## src/rtl/control_sequencer_pkg.sv

```systemverilog
`default_nettype none
// ============================================================================
// Module   : cpu_ctrl_pkg
// Brief    : Opcodes, control-word bit map and microstep constants for the
//            8-bit CPU instruction-cycle controller.
// Revision : 1.0
// ============================================================================
package cpu_ctrl_pkg;

   localparam int STEP_W = 3;
   localparam int CW_W   = 12;

   localparam logic [3:0] OP_NOP = 4'h0;
   localparam logic [3:0] OP_LDA = 4'h1;
   localparam logic [3:0] OP_ADD = 4'h2;
   localparam logic [3:0] OP_SUB = 4'h3;
   localparam logic [3:0] OP_STA = 4'h4;
   localparam logic [3:0] OP_LDI = 4'h5;
   localparam logic [3:0] OP_JMP = 4'h6;
   localparam logic [3:0] OP_JC  = 4'h7;
   localparam logic [3:0] OP_JZ  = 4'h8;
   localparam logic [3:0] OP_OUT = 4'hE;
   localparam logic [3:0] OP_HLT = 4'hF;

   localparam int MI = 0;
   localparam int RI = 1;
   localparam int RO = 2;
   localparam int II = 3;
   localparam int IO = 4;
   localparam int AI = 5;
   localparam int AO = 6;
   localparam int EO = 7;
   localparam int SU = 8;
   localparam int BI = 9;
   localparam int OI = 10;
   localparam int FI = 11;

   localparam logic [STEP_W-1:0] T0 = 3'd0;
   localparam logic [STEP_W-1:0] T1 = 3'd1;
   localparam logic [STEP_W-1:0] T2 = 3'd2;
   localparam logic [STEP_W-1:0] T3 = 3'd3;
   localparam logic [STEP_W-1:0] T4 = 3'd4;

   // Final microstep that does useful work; undefined opcodes behave as NOP.
   function automatic logic [STEP_W-1:0] last_step_of(input logic [3:0] op);
      case (op)
         OP_LDI, OP_JMP, OP_JC, OP_JZ, OP_OUT, OP_HLT: last_step_of = T2;
         OP_LDA, OP_STA:                               last_step_of = T3;
         OP_ADD, OP_SUB:                               last_step_of = T4;
         default:                                      last_step_of = T1;
      endcase
   endfunction

endpackage
`default_nettype wire

```

## src/rtl/control_sequencer_if.sv

```systemverilog
`default_nettype none
// ============================================================================
// Module   : control_sequencer_if
// Brief    : Opcode/flag inputs and PC/control-word outputs of the sequencer.
// Revision : 1.0
// ============================================================================
interface control_sequencer_if;
   import cpu_ctrl_pkg::*;

   logic [3:0]        opcode;
   logic              carry_flag;
   logic              zero_flag;
   logic              co_n;
   logic              ce;
   logic              j_n;
   logic [CW_W-1:0]   ctrl_word;
   logic              hlt;
   logic [STEP_W-1:0] step;

   modport master (
      input  opcode, carry_flag, zero_flag,
      output co_n, ce, j_n, ctrl_word, hlt, step
   );

   modport slave (
      output opcode, carry_flag, zero_flag,
      input  co_n, ce, j_n, ctrl_word, hlt, step
   );

endinterface
`default_nettype wire

```

## src/rtl/control_sequencer_microcode_rom.sv

```systemverilog
`default_nettype none
// ============================================================================
// Module   : microcode_rom
// Brief    : Combinational decode of {opcode, step, flags} to control signals.
// Revision : 1.0
// ============================================================================
module microcode_rom
   import cpu_ctrl_pkg::*;
(
   input  wire logic [3:0]        opcode_i,
   input  wire logic [STEP_W-1:0] step_i,
   input  wire logic              carry_i,
   input  wire logic              zero_i,
   output logic [CW_W-1:0]        ctrl_word_o,
   output logic                   co_n_o,
   output logic                   ce_o,
   output logic                   j_n_o,
   output logic                   hlt_o,
   output logic                   last_step_o
);

   always_comb begin
      ctrl_word_o = '0;
      co_n_o      = 1'b1;
      ce_o        = 1'b0;
      j_n_o       = 1'b1;
      hlt_o       = 1'b0;
      case (step_i)
         T0: begin
            co_n_o          = 1'b0;
            ctrl_word_o[MI] = 1'b1;
         end
         T1: begin
            ctrl_word_o[RO] = 1'b1;
            ctrl_word_o[II] = 1'b1;
            ce_o            = 1'b1;
         end
         T2: begin
            case (opcode_i)
               OP_LDA, OP_ADD, OP_SUB, OP_STA: begin
                  ctrl_word_o[IO] = 1'b1;
                  ctrl_word_o[MI] = 1'b1;
               end
               OP_LDI: begin
                  ctrl_word_o[IO] = 1'b1;
                  ctrl_word_o[AI] = 1'b1;
               end
               OP_JMP: begin
                  ctrl_word_o[IO] = 1'b1;
                  j_n_o           = 1'b0;
               end
               // Conditional jumps look at the live flags, not a latched copy.
               OP_JC: begin
                  ctrl_word_o[IO] = carry_i;
                  j_n_o           = ~carry_i;
               end
               OP_JZ: begin
                  ctrl_word_o[IO] = zero_i;
                  j_n_o           = ~zero_i;
               end
               OP_OUT: begin
                  ctrl_word_o[AO] = 1'b1;
                  ctrl_word_o[OI] = 1'b1;
               end
               OP_HLT:  hlt_o = 1'b1;
               default: ;
            endcase
         end
         T3: begin
            case (opcode_i)
               OP_LDA: begin
                  ctrl_word_o[RO] = 1'b1;
                  ctrl_word_o[AI] = 1'b1;
               end
               OP_ADD, OP_SUB: begin
                  ctrl_word_o[RO] = 1'b1;
                  ctrl_word_o[BI] = 1'b1;
               end
               OP_STA: begin
                  ctrl_word_o[AO] = 1'b1;
                  ctrl_word_o[RI] = 1'b1;
               end
               default: ;
            endcase
         end
         T4: begin
            if (opcode_i == OP_ADD || opcode_i == OP_SUB) begin
               ctrl_word_o[EO] = 1'b1;
               ctrl_word_o[AI] = 1'b1;
               ctrl_word_o[FI] = 1'b1;
               ctrl_word_o[SU] = (opcode_i == OP_SUB);
            end
         end
         default: ;
      endcase
      last_step_o = (step_i == last_step_of(opcode_i));
   end

endmodule
`default_nettype wire

```

## src/rtl/control_sequencer.sv

```systemverilog
`default_nettype none
// ============================================================================
// Module   : control_sequencer
// Brief    : Microstep counter, halt flag and reset masking around the ROM.
// Revision : 1.0
// ============================================================================
module control_sequencer
   import cpu_ctrl_pkg::*;
#(
   parameter int STEPS     = 5,
   parameter bit EARLY_END = 1'b1
) (
   input  wire logic            clk,
   input  wire logic            clr,
   control_sequencer_if.master  bus
);

   localparam logic [STEP_W-1:0] C_LAST_IDX = STEP_W'(STEPS - 1);

   logic [STEP_W-1:0] step_q, step_d;
   logic              halted_q, halted_d;

   logic [CW_W-1:0]   w_cw;
   logic              w_co_n, w_ce, w_j_n, w_hlt, w_last;

   microcode_rom u_rom (
      .opcode_i    (bus.opcode),
      .step_i      (step_q),
      .carry_i     (bus.carry_flag),
      .zero_i      (bus.zero_flag),
      .ctrl_word_o (w_cw),
      .co_n_o      (w_co_n),
      .ce_o        (w_ce),
      .j_n_o       (w_j_n),
      .hlt_o       (w_hlt),
      .last_step_o (w_last)
   );

   always_ff @(posedge clk) begin
      if (clr) begin
         step_q   <= T0;
         halted_q <= 1'b0;
      end else begin
         step_q   <= step_d;
         halted_q <= halted_d;
      end
   end

   // A halt freezes the counter on the HLT step itself.
   always_comb begin
      step_d   = step_q;
      halted_d = halted_q;
      if (!halted_q) begin
         if (w_hlt) begin
            halted_d = 1'b1;
         end else if (step_q == C_LAST_IDX || (EARLY_END && w_last)) begin
            step_d = T0;
         end else begin
            step_d = step_q + 3'd1;
         end
      end
   end

   always_comb begin
      bus.co_n      = 1'b1;
      bus.ce        = 1'b0;
      bus.j_n       = 1'b1;
      bus.ctrl_word = '0;
      bus.hlt       = 1'b0;
      if (clr) begin
         bus.hlt = 1'b0;
      end else if (halted_q) begin
         bus.hlt = 1'b1;
      end else begin
         bus.co_n      = w_co_n;
         bus.ce        = w_ce;
         bus.j_n       = w_j_n;
         bus.ctrl_word = w_cw;
         bus.hlt       = w_hlt;
      end
   end

   assign bus.step = step_q;

endmodule
`default_nettype wire

```

## src/flat_wrapper.sv

```systemverilog
// flat-port wrapper written by rule: the top's interface ports become plain ports
module control_sequencer_flat import cpu_ctrl_pkg::*;
#(
   parameter int STEPS     = 5,
   parameter bit EARLY_END = 1'b1
)
  (clk, clr, bus_opcode, bus_carry_flag, bus_zero_flag, bus_co_n, bus_ce, bus_j_n, bus_ctrl_word, bus_hlt, bus_step);
  control_sequencer_if bus_i ();
  input  wire logic clk;
  input  wire logic clr;
  input wire logic [$bits(bus_i.opcode)-1:0] bus_opcode;
  input wire logic [$bits(bus_i.carry_flag)-1:0] bus_carry_flag;
  input wire logic [$bits(bus_i.zero_flag)-1:0] bus_zero_flag;
  output wire logic [$bits(bus_i.co_n)-1:0] bus_co_n;
  output wire logic [$bits(bus_i.ce)-1:0] bus_ce;
  output wire logic [$bits(bus_i.j_n)-1:0] bus_j_n;
  output wire logic [$bits(bus_i.ctrl_word)-1:0] bus_ctrl_word;
  output wire logic [$bits(bus_i.hlt)-1:0] bus_hlt;
  output wire logic [$bits(bus_i.step)-1:0] bus_step;
  assign bus_i.opcode = bus_opcode;
  assign bus_i.carry_flag = bus_carry_flag;
  assign bus_i.zero_flag = bus_zero_flag;
  assign bus_co_n = bus_i.co_n;
  assign bus_ce = bus_i.ce;
  assign bus_j_n = bus_i.j_n;
  assign bus_ctrl_word = bus_i.ctrl_word;
  assign bus_hlt = bus_i.hlt;
  assign bus_step = bus_i.step;
  control_sequencer #(.STEPS(STEPS), .EARLY_END(EARLY_END)) u_core (.clk(clk), .clr(clr), .bus(bus_i));
endmodule
```

## config.mk

```make
export PLATFORM = sky130hd
export DESIGN_NAME = control_sequencer_flat
export DESIGN_NICKNAME = d
export VERILOG_FILES = /design/src/rtl/control_sequencer_pkg.sv /design/src/rtl/control_sequencer_if.sv /design/src/rtl/control_sequencer_microcode_rom.sv /design/src/rtl/control_sequencer.sv /design/src/flat_wrapper.sv
export SDC_FILE = /design/constraint.sdc
export NUM_CORES = 1
export LEC_CHECK = 0
export CORE_MARGIN = 1.5
export CORE_UTILIZATION = 35
export CTS_CLUSTER_SIZE = 25
export DETAILED_ROUTE_END_ITERATION = 16
export PLACE_DENSITY = 0.68
export SYNTH_ARGS = -nofsm -noshare
export SYNTH_HDL_FRONTEND = slang
export SYNTH_SLANG_ARGS = --single-unit
```

## constraint.sdc

```tcl
create_clock -name clk -period 2.35 [get_ports clk]
set_input_delay 0.47 -clock clk [delete_from_list [all_inputs] [get_ports clk]]
set_output_delay 0.47 -clock clk [all_outputs]
set_load 0.01 [all_outputs]
```

Yosys cells after proc, flatten, opt, wreduce, memory -nomap -nowiden. Memory sizes are Yosys's and may differ from the RTL's. Index checks and enable logic that the tools add are counted.

Flip-flop bits (word level): 4. Memory bits (read-only): 48. Output and inout bits: 19. Memories kept: 1. Bits of input ports: 8.

Reduce and logical (&&, ||, !) cells: 8. Equal/unequal tests: 15. Muxes and demuxes: 39. Bitwise gates (word level): 4. Add/subtract/negate cells: 1.

Memory list: (no name shown) (words 16, width 3, read ports 1, clocked after memory_dff 0, write ports 0, RTL line control_sequencer_pkg.sv:46) `case (op)`.

Operator list (count): $mux 1 (28); $mux 12 (2); $eq 4x3->1 const B (4); $eq 4x4->1 const B (3); $pmux 1 s3 (3); $eq 4x2->1 const B (2); $eq 3x2->1 const B (2); $pmux 1 s2 (3); $reduce_or 6->1 (1); $eq 4x1->1 const B (1); $mux 2 (2); $not 1->1 (4); $reduce_or 4->1 (1); $add 3x1->3 const B (1); $eq 3x1->1 const B (1); $eq 3x3->1 (1); $eq 3x3->1 const B (1); $logic_not 3->1 (1); $mux 3 (1); $reduce_or 3->1 (1); $logic_or 1x1->1 (2); $reduce_and 2->1 (1); $reduce_or 2->1 (1).

Longest topological paths before layout.
Depth in word-level cells: 6. Mapped depth: 7. Depth with buffers taken out: 7.

Hierarchy. From an unflattened synthesis, not the netlist that was laid out.

Cells, all modules: 105. Area total of the unflattened synthesis: 703.2 µm².

By module, submodules not included: microcode_rom (area an instance 395.4 µm², sequential area each 0.0 µm², cells each 65, instances 1); control_sequencer (area an instance 307.8 µm², sequential area each 80.1 µm², cells each 40, instances 1).

Least setup slack after synthesis. OpenSTA, ideal clock, no wires.

Path kind: reg2out. From: register u_core.step_q[0], in the netlist u_core.bus.step[0]. To: output port bus_ctrl_word[6]. Data arrival time: 1.700 ns. Cell stages (with the launch flop): 7. Path slack: 0.180 ns. Cell sequence: dfxtp_1 -> inv_1 -> ha_1 -> nor2b_1 -> nand2_1 -> nor4_1 -> or2_2.

Longest elaborated chain between the ends: 4.

Ends and longest elaborated chain: from (decl) (RTL line control_sequencer.sv:20) `logic [STEP_W-1:0] step_q, step_d;`; from (signal assigned) (RTL line control_sequencer.sv:44) `step_q <= step_d;`; $eq 3x2->1 (RTL line control_sequencer_microcode_rom.sv:28) `case (step_i)`; $pmux 1 s2 * (RTL line control_sequencer_microcode_rom.sv:28); $mux 12 * (RTL line control_sequencer.sv:72) `end else if (halted_q) begin`; $mux 12 * (RTL line control_sequencer.sv:70) `if (clr) begin`; to (decl) (RTL line flat_wrapper.sv:17) `output wire logic [$bits(bus_i.ctrl_word)-1:0] bus_ctrl_word;`.

Mark *: on every way between the ends. The rest lies on a longest branch, timed or not.

Worst setup path after layout.
From: input port clr. To: output port bus_j_n.

Longest elaborated chain between the ends: 1.

Ends and longest elaborated chain: from (decl) (RTL line flat_wrapper.sv:10) `input wire logic clr;`; $mux 1 (RTL line control_sequencer.sv:70); to (decl) (RTL line flat_wrapper.sv:16) `output wire logic [$bits(bus_i.j_n)-1:0] bus_j_n;`.

No other way between the ends.

==> summary.md <==
| Metric | Value |
|---|---|
| Post-route DRC | `0` |
| Initial Util | `between 30 and 40%` |
| HPWL Detailed | `~1500 um` |
| Port Buffers | `26` |
| # rows | `15` |
| Switch share | `36.58%` |
| Clock Sinks | `4` |
| Worst setup SP type | `primary input` |
| Endpoints failing setup | `1` |
| CTS Buf Count | `3` |
| First-pass GRT wire length | `between 3000 and 4000 um` |
| Tot GR Track Use | `21.34%` |
| Synthesized area per cell | `slightly below 7 sq um` |
| Hold path endpoint | `u_core.halted_q` |
| Hold Path Cell Cnt | `2` |
| Core area | `0.001727 sq mm` |
| # hold bufs at CTS | `0` |
| HP Class | `reg -> reg` |
| Worst path required time | `1880 ps` |
| Crit path max fanout | `3` |
| Min cycle time layout | `2351 ps` |
| Initial antenna violation count | `0` |
| DRT iter0 DRCs | `18` |
| Delay-heaviest family, CP | `buffers and inverters` |
| Psw | `roughly 0.16 mW` |
| Syn Std Cell Area | `roughly 650 sq um` |
| Logic pwr share | `60.5%` |
| Netlist cell types | `34` |
| Ranking of synthesized cells by area | `dfxtp_1 (12%), ha_1 (9.6%), nand2_1 (5.8%)` |
| Most common cell after layout, fill and taps aside | `buf_4` |
| WL per Instance | `roughly 11 um` |
| Clk_lat worst skew | `between 200 and 250 ps` |
| Largest net degree at the start of global routing | `11` |
| Share of post-route cells with drive strength above 1 | `40.54%` |
| Critical Path, Cell by Cell | `clkdlybuf4s50_1, nor2_1, nand2_1, buf_4, or2_2, dlygate4sd2_1` |
| Placed insts | `166` |
| Die X | `around 46 um` |
| Antenna cells | `0` |
| Clock power frac | `roughly 20%` |
| Yosys warning total | `0` |
| Leakage | `0.5485 nW` |
| Count of pins over their slew limit | `0` |
| Final ANT Viol Nets | `0` |
| Fmax | `between 0.4 and 0.5 GHz` |
| RR Startpoint | `u_core.bus.step[0]` |
| Layout net count | `about 160` |
| Total number of vias | `roughly 860` |
| Most frequent cells in the layout | `buf_4 (31), dlygate4sd2_1 (15), nand2_1 (10), nor2_1 (10), a21oi_1 (7)` |
| Final worst setup slack | `-0.6932 ps` |
| Layout Cells excl Fill | `173` |
| Failing checks | `negative setup slack` |
| Io pins | `27` |
| Placer Congestion | `a little over 0.8` |
| Net Count, Synth | `roughly 110` |
| Buf/Inv on CP | `3` |
| Die ar. | `around 0.0021 sq mm` |
| HP Start | `u_core.halted_q` |
| Critical path arrival | `between 1500 and 2000 ps` |
| Sequential power share | `around 20%` |
| Worst-Margin Slew | `332.6 ps` |
| Pre-CTS WS | `-391.6 ps` |
| Critical path class | `in -> out` |
| Unrepaired setup endpoints after global routing | `true` |
| Worst reg2reg path depth | `8` |
| Max incr delay on CP | `around 420 ps` |
| Clock slew at reported path FFs | `around 30 ps` |
| FILL cells | `165` |
| Root Buffer | `clkbuf_4` |
| VDD IR max | `approximately 0.00039 V` |
| Yosys reg bits | `4` |
| Vias per cell | `~5` |
| Worst r2r dst | `u_core.bus.step[0]` |
| # H-tree levels | `1` |
| Wirelength, routed | `about 1900 um` |
| R2R Setup Slk | `750 ps` |
| Status | `finished with violations` |
| Critical-path cell with the highest stage delay | `clkdlybuf4s50_1` |
| Area grow syn2layout | `79.58%` |
| Max-cap viol count | `0` |
| CP Capture Type | `primary output` |
| Max Root-Sink Buffers | `2` |
| Die height | `46.08 um` |
| Final Cycle Share | `100.0%` |
| P_int | `between 0.2 and 0.3 mW` |
| Sequential area share after synthesis | `12.33%` |
| Clock Skew | `approximately 1.3 ps` |
| Detailed Routing Iterations Pass 1 | `4` |
| Top-area cell type share of the netlist area | `around an eighth` |
| Worst relative slew slack | `between 70% and 80%` |
| Pwr dens | `between 300 and 400 mW/mm^2` |
| Post-Synthesis Cells | `between 90 and 100` |
| Final hold viol count | `0` |
| GRT overflow | `0` |
| Vias in the first global route | `793` |
| Synth area leader | `dfxtp_1` |
| CTS tree | `yes` |
## power groups by stage
stage                     clock network (mW)  registers (mW)  logic, mW
after floorplan                            0          0.0956      0.120
after global placement                     0          0.0845      0.259
after detailed placement                   0          0.0851      0.262
after CTS                             0.0878          0.0865      0.262
after global routing                  0.0928          0.0875      0.292
final                                 0.0845          0.0866      0.262
## registers in the layout, summed over array words and instances (netlist names)
register         count
u_core.halted_q      1
u_core.bus.step      3
## cell families (layout without fill, tap and decap cells)
group	after synthesis	after routing	share of synthesized area [%]
adder cells (fa/ha/maj)	5	5	9.634
flip-flops	4	4	12.33
buffers and inverters	15	69	14.06
AND/OR/NAND/NOR	45	45	36.42
AO/OA/AOI/OAI	21	21	21.39
XOR/XNOR	2	2	2.698
multiplexers	2	2	3.468
## tightest hold or removal path: cells and delay by family (launching register included)
| kind | cells | cell delay, ps |
|---|---|---|
| AO/OA/AOI/OAI | 1 | 60 |
| buffers and inverters | 1 | 100 |
| flip-flops | 1 | 380 |
## through the flow
stage / util (%) / cell area (sq um) / hold WS (ps) / total power [mW] / setup TNS, ps
finish: 67.54 / 1166 / 588.8 / 0.4331 / -0.6932
global route: 67.54 / 1166 / 629.0 / 0.4720 / -241.1
global placement: 63.12 / 1090 / 525.0 / 0.3439 / -4363
floorplan: - / 649.4 / 488.0 / 0.2153 / 0
detailed placement: 63.12 / 1090 / 537.0 / 0.3468 / -4499
CTS: 67.83 / 1171 / 599.6 / 0.4363 / -6.839
## synth_stat cells, drive strengths merged
library cell / n
xnor2: 1
nor2b: 2
and3: 2
buf: 7
o21a: 1
a31oi: 1
a211oi: 2
a22o: 2
dfxtp: 4
or3: 1
ha: 5
or2: 2
nor4: 3
nor2: 10
nand3: 5
nor4b: 1
a21oi: 7
mux2: 2
o2111ai: 1
inv: 8
nor3b: 1
o211ai: 1
a221oi: 1
xor2: 1
nor3: 5
o21ai: 5
and2: 2
nand2: 10
and4: 1
## layer usage
metal,track usage [%],wire [um],vias to the layer above
li1,-,-,441
met1,23.71,823,391
met2,39.44,961,27
met3,2.353,93,4
met4,10.29,32,0
met5,0,0,-
## cell type report
cell class / instances / area (sq um) / area share (%)
Inverter: 8 / 30.03 / 2.575
Multi-Input combinational cell: 75 / 521.8 / 44.74
Sequential cell: 4 / 81.33 / 6.974
Timing Repair Buffer: 58 / 479.2 / 41.09
Clock buffer: 3 / 22.52 / 1.931
Tap cell: 25 / 31.28 / 2.682
## worst max-delay path by stage
stage	from	to	depth (start not counted)
6_report	clr	bus_j_n	6
5_1_grt	clr	bus_ctrl_word[0]	7
4_1_cts	clr	bus_j_n	6
3_5_place_dp	bus_opcode[2]	bus_ctrl_word[8]	6
3_3_place_gp	bus_opcode[2]	bus_ctrl_word[8]	6
2_1_floorplan	u_core.bus.step[0]	bus_ctrl_word[6]	6
## timing repair
item                                   CTS  global route
gates resized for setup                 46             1
setup endpoints to repair               16             7
endpoints found under the hold margin    0             0
pin swaps                                3             1
setup buffers                            4             0
(Power assumes the default switching activity.)
